--- config.mk ---
export PLATFORM = sky130hd
export DESIGN_NAME = mem_error_monitor
export DESIGN_NICKNAME = d
export VERILOG_FILES = /design/src/rtl/mem_err_pkg.sv /design/src/rtl/sat_counter.sv /design/src/rtl/mem_error_monitor.sv
export SDC_FILE = /design/constraint.sdc
export NUM_CORES = 1
export LEC_CHECK = 0
export ABC_AREA = 1
export CORE_MARGIN = 10
export CORE_UTILIZATION = 30
export CTS_CLUSTER_DIAMETER = 150
export DETAILED_ROUTE_END_ITERATION = 6
export GPL_ROUTABILITY_DRIVEN = 0
export GPL_TIMING_DRIVEN = 0
export SETUP_SLACK_MARGIN = 0.02
export SLEW_MARGIN = 5
export SYNTH_ARGS = -nofsm -noshare
export SYNTH_HDL_FRONTEND = slang
export SYNTH_SLANG_ARGS = --single-unit
--- constraint.sdc ---
create_clock -name clk -period 3.37 [get_ports clk]
set_input_delay 0.5055 -clock clk [delete_from_list [all_inputs] [get_ports clk]]
set_output_delay 0.5055 -clock clk [all_outputs]
set_load 0.02 [all_outputs]
--- src/rtl/mem_err_pkg.sv ---
// Shared types, default parameter values and width helper for mem_error_monitor.
// Optional feature macro used by the monitor: MEM_ERR_TIMESTAMP_EN.
package mem_err_pkg;

  typedef enum logic [1:0] {
    IDLE    = 2'd0,
    MONITOR = 2'd1,
    ERROR   = 2'd2,
    FATAL   = 2'd3
  } mon_state_t;

  localparam int DEF_ARRAY_SIZE = 4;
  localparam int DEF_NUM_MEMS   = 6;
  localparam int DEF_CNT_W      = 8;
  localparam int DEF_THRESHOLD  = 3;
  localparam int DEF_TS_W       = 16;

  // Width of the flat per-row error vector covering every monitored memory.
  function automatic int flat_width(input int num_mems, input int array_size);
    return num_mems * array_size;
  endfunction

endpackage

--- src/rtl/sat_counter.sv ---
// Saturating up-counter for the error-cycle count.
// load1 has priority over clr so a clear with a same-cycle hit restarts at 1.
module sat_counter #(
  parameter int W = 8
) (
  input  logic         clk,
  input  logic         rst,
  input  logic         inc,
  input  logic         clr,
  input  logic         load1,
  output logic [W-1:0] count,
  output logic [W-1:0] count_next
);

  logic [W-1:0] count_d;
  logic [W-1:0] count_q;

  // Next count: load to 1, clear, or increment holding at all-ones.
  always_comb begin
    count_d = count_q;
    if (load1) begin
      count_d = W'(1);
    end else if (clr) begin
      count_d = '0;
    end else if (inc && (count_q != {W{1'b1}})) begin
      count_d = count_q + W'(1);
    end
  end

  // Count register, cleared asynchronously by the active-low reset.
  always_ff @(posedge clk or negedge rst) begin
    if (!rst) begin
      count_q <= '0;
    end else begin
      count_q <= count_d;
    end
  end

  assign count      = count_q;
  assign count_next = count_d;

endmodule

--- src/rtl/mem_error_monitor.sv ---
// Memory error monitor: sticky flags, first-error snapshot, saturating
// error-cycle count and latched FATAL escalation with a clear handshake.
// Optional first-error timestamp enabled by defining MEM_ERR_TIMESTAMP_EN.
module mem_error_monitor
  import mem_err_pkg::*;
#(
  parameter int ARRAY_SIZE = DEF_ARRAY_SIZE,
  parameter int NUM_MEMS   = DEF_NUM_MEMS,
  parameter int CNT_W      = DEF_CNT_W,
  parameter int THRESHOLD  = DEF_THRESHOLD,
  parameter int TS_W       = DEF_TS_W
) (
  input  logic                                         clk,
  input  logic                                         rst,
  input  logic                                         valid_outputs,
  input  logic [flat_width(NUM_MEMS, ARRAY_SIZE)-1:0]  mem_errors,
  input  logic                                         clear_req,
  output logic [flat_width(NUM_MEMS, ARRAY_SIZE)-1:0]  error,
  output logic [flat_width(NUM_MEMS, ARRAY_SIZE)-1:0]  first_error,
  output logic [CNT_W-1:0]                             err_count,
  output logic                                         any_error,
  output logic                                         fatal,
  output logic                                         clear_ack
`ifdef MEM_ERR_TIMESTAMP_EN
  ,
  output logic [TS_W-1:0]                              first_ts
`endif
);

  localparam int FW = flat_width(NUM_MEMS, ARRAY_SIZE);
  localparam longint unsigned MAX_CNT = (64'd1 << CNT_W) - 64'd1;
  // With a threshold of 1 the very first captured error is already fatal.
  localparam mon_state_t CAPTURE_STATE = (THRESHOLD == 1) ? FATAL : ERROR;

  if ((THRESHOLD < 1) || (THRESHOLD > MAX_CNT) || (TS_W < 1)) begin : g_bad_param
    $error("mem_error_monitor: THRESHOLD must be in 1..2^CNT_W-1 and TS_W >= 1");
  end

  mon_state_t    state_q, state_d;
  logic [FW-1:0] error_q, error_d;
  logic [FW-1:0] first_error_q, first_error_d;
  logic          any_error_q, any_error_d;
  logic          clear_ack_q, clear_ack_d;
  logic          hit;
  logic          do_clear;
  logic          capture;
  logic          cnt_inc, cnt_clr, cnt_load1;
  logic [CNT_W-1:0] cnt_next;

  assign hit = |mem_errors;

  // Next-state and register-update logic; clear is applied before a same-cycle capture.
  always_comb begin
    state_d       = state_q;
    error_d       = error_q;
    first_error_d = first_error_q;
    clear_ack_d   = clear_req;
    do_clear      = 1'b0;
    capture       = 1'b0;
    cnt_inc       = 1'b0;
    cnt_clr       = 1'b0;
    cnt_load1     = 1'b0;

    case (state_q)
      IDLE: begin
        // Flags are ignored until the array reports valid outputs.
        if (valid_outputs) begin
          state_d = MONITOR;
        end
      end
      default: begin
        if (clear_req) begin
          do_clear      = 1'b1;
          cnt_clr       = 1'b1;
          error_d       = '0;
          first_error_d = '0;
          state_d       = MONITOR;
        end
        if (hit && (clear_req || (state_q == MONITOR))) begin
          capture       = 1'b1;
          cnt_load1     = 1'b1;
          error_d       = error_d | mem_errors;
          first_error_d = mem_errors;
          state_d       = CAPTURE_STATE;
        end else if (!clear_req && (state_q == ERROR)) begin
          error_d = error_q | mem_errors;
          if (hit) begin
            cnt_inc = 1'b1;
            if (cnt_next == CNT_W'(THRESHOLD)) begin
              state_d = FATAL;
            end
          end
        end
      end
    endcase

    any_error_d = |error_d;
  end

  // Main state and output registers.
  always_ff @(posedge clk or negedge rst) begin
    if (!rst) begin
      state_q       <= IDLE;
      error_q       <= '0;
      first_error_q <= '0;
      any_error_q   <= 1'b0;
      clear_ack_q   <= 1'b0;
    end else begin
      state_q       <= state_d;
      error_q       <= error_d;
      first_error_q <= first_error_d;
      any_error_q   <= any_error_d;
      clear_ack_q   <= clear_ack_d;
    end
  end

  sat_counter #(
    .W (CNT_W)
  ) u_err_cnt (
    .clk        (clk),
    .rst        (rst),
    .inc        (cnt_inc),
    .clr        (cnt_clr),
    .load1      (cnt_load1),
    .count      (err_count),
    .count_next (cnt_next)
  );

  assign error       = error_q;
  assign first_error = first_error_q;
  assign any_error   = any_error_q;
  assign fatal       = (state_q == FATAL);
  assign clear_ack   = clear_ack_q;

`ifdef MEM_ERR_TIMESTAMP_EN
  logic [TS_W-1:0] ts_q, ts_d;
  logic [TS_W-1:0] first_ts_q, first_ts_d;

  // Free-running cycle stamp and first-error stamp capture/clear.
  always_comb begin
    ts_d       = ts_q + TS_W'(1);
    first_ts_d = first_ts_q;
    if (do_clear) begin
      first_ts_d = '0;
    end
    if (capture) begin
      first_ts_d = ts_q;
    end
  end

  // Timestamp registers.
  always_ff @(posedge clk or negedge rst) begin
    if (!rst) begin
      ts_q       <= '0;
      first_ts_q <= '0;
    end else begin
      ts_q       <= ts_d;
      first_ts_q <= first_ts_d;
    end
  end

  assign first_ts = first_ts_q;
`endif

endmodule

==> out/results.txt <==
Syn avg cell area: 7.94 um^2
GR Util All Layers: 0.124
Input/output buffers: 86
Overall power: 3.87 mW
Hold Buf Count CTS: 0
Yosys cell types: 24
P per Cell Area: 945 mW/mm^2
Synth warnings: 0
DRT Pass-1 Iters: 4
Max cap viols: 0
Routed Wire Length: 8560 um
Core Area: 0.00924 mm^2
WS Path Type: in2reg
Die footprint: 0.0138 mm^2
Area Growth Syn to Fin: 43.5%
Arr. time, crit path: 2.44 ns
Synth Flop Type: dfrtp_1
Root buffer cell: clkbuf_8
Slowest-stage cell, CP: clkdlybuf4s50_1
Final WS setup: 1.15 ns
Ant diodes: 0
Yosys reg bits: 60
Slew headroom: 0.476
Final setup vio count: 0
Worst slew pin tran: 0.786 ns
Routed WL per cell: 14.5 um
Hpwl dp: 6460 um
Fin crit share: 0.658
H-tree levels: 3
Fmax: 0.451 GHz
Vias: 2547
Clock slew at reported path FFs: 0.08 ns
Crit path required time: 3.60 ns
Placed cells: 575
Outcome: finished, final reports clean
Vias per inst: 4.31
Hold WC Path Type: in2async
Mapped Nets: 389
Final Hold Fails: 0
Post-CTS sizing: 0
RSZ-0062 raised after global routing: no
Setup bufs post-CTS: 0
Top cells by count, synth: 127 x nand2_1, 60 x dfrtp_1, 42 x nor2_1, 37 x inv_1, 31 x nand3_1
CP Capture Type: register
Worst-Skew Late Latency: 0.34 ns
Gate Count Post-Synth: 360
Detail Route Antenna Nets: 0
Crit path time final: 2.22 ns
Most frequent cell after synthesis: nand2_1
CTS Buf Count: 9
# clock sinks: 60
Cell Count, Final, Fillers Out: 591
# DRC: 0
Synth async-reset ratio: 1.00
Initial Util: 0.309
Sequential cell area fraction in the yosys report: 0.525
Die Wd: 118 um
DR iter-0 viols: 112
Nets: 486
Clk_skew: 0.0103 ns
Startpoint Class: input port
Maximum vdd drop: 0.000443 V
Synth Cell Area: 0.00286 mm^2
CTS tree: done
EDFF count, synth: 0
Fraction of layout cells with a size suffix above 1: 0.0996
Worst hold slack: 0.212 ns
Final slew viol count: 0
Antenna violations before repair: 0
Cells along the critical path: clkdlybuf4s50_1 -> nor2_1 -> nand2_1 -> nor2_1 -> nand3_2 -> nand2_2 -> nand2_4 -> buf_6 -> nand3_1 -> nand2_1 -> nor2_1 -> nand2_1 -> nor2_1 -> nand3_1
GR Overflow Total: 0
Synth top area cells: dfrtp_1 53%, nand2_1 17%, nor2_1 5.5%
Row Count: 35
Share of the synthesized area in the top cell type: 0.525
Largest net degree at the start of global routing: 61
IO Count: 87
First-pass GRT wire length: 14000 um
P_leak: 2.04 nW
Crit-path max cell delay: 0.46 ns
Vias in the first global route: 2638
Die Y: 118 um
CP most frequent cell: nor2_1
Dpl ws: 0.829 ns
Post-synth top area cell: dfrtp_1
Max clock buf depth: 2
CP max FO: 10
## layout make-up
cell class,count,area [um^2]
multi-input combinational,248,1120
tap,129,161
buffer,12,83.8
clock buffer,9,124
fill,956,5140
sequential,60,1500
inverter,40,150
clock inverter,7,98.8
timing repair buffer,86,858
## kinds of logic after synthesis
family	after synthesis	share of synthesized area
AND/OR/NAND/NOR	215	0.322
flip-flops	60	0.525
buffers and inverters	52	0.0818
AO/OA/AOI/OAI	28	0.0543
XOR/XNOR	4	0.0123
adder cells (fa/ha/maj)	1	0.00438
## critical path: cells and delay by family
kind,cells,cell delay (ns)
buffers and inverters,2,0.62
AND/OR/NAND/NOR,12,1.31
## power by group
part | internal [mW] | total [mW] | switching [mW]
Combinational | 0.804 | 1.94 | 1.14
Sequential | 1.02 | 1.20 | 0.184
Clock | 0.420 | 0.731 | 0.312
Total | 2.24 | 3.87 | 1.63
## registers in the layout (all words and copies together), names as in the netlist
signal           cells
clear_ack            1
any_error            1
error               24
first_error         24
u_err_cnt.count      8
state_q              2
## stage by stage
stage	instance area, um^2	setup TNS [ns]	utilization
final	4100	0	0.444
after global routing	4100	0	0.444
after CTS	4100	0	0.444
after detailed placement	3880	0	0.420
after global placement	3880	-14.63	0.420
after floorplan	2860	0	-
## cells in the final DEF, fill, tap and decap left out, drive strengths merged
cell / instances
nand2: 135
clkdlybuf4s50: 85
dfrtp: 60
nor2: 46
inv: 41
nand3: 33
o21ai: 25
clkbuf: 11
buf: 11
xor2: 3
clkinv: 3
a21oi: 3
bufinv: 2
nand3b: 1
xnor2: 1
ha: 1
clkinvlp: 1
## metal layers
layer  GRT usage  routed length (um)
met1       0.140                3600
met2       0.213                4320
met3      0.0369                 524
met4      0.0510                 108
met5           0                   0
## final timing paths
path / start / to / slack [ns] / cells past startpoint
hold reg to reg: first_error[22]$_DFFE_PN0P_ / first_error[22]$_DFFE_PN0P_ / 0.49 / 2
setup / recovery: mem_errors[0] / any_error$_DFF_PN0_ / 1.15 / 14
setup reg to reg: u_err_cnt.count[0]$_DFF_PN0_ / state_q[0]$_DFFE_PN0P_ / 1.46 / 12
min in group clk: first_error[22]$_DFFE_PN0P_ / first_error[22]$_DFFE_PN0P_ / 0.49 / 2
hold / removal: rst / first_error[14]$_DFFE_PN0P_ / 0.21 / 1
max in group asynchronous: rst / error[14]$_DFF_PN0_ / 2.61 / 1
(Power assumes the default switching activity.)
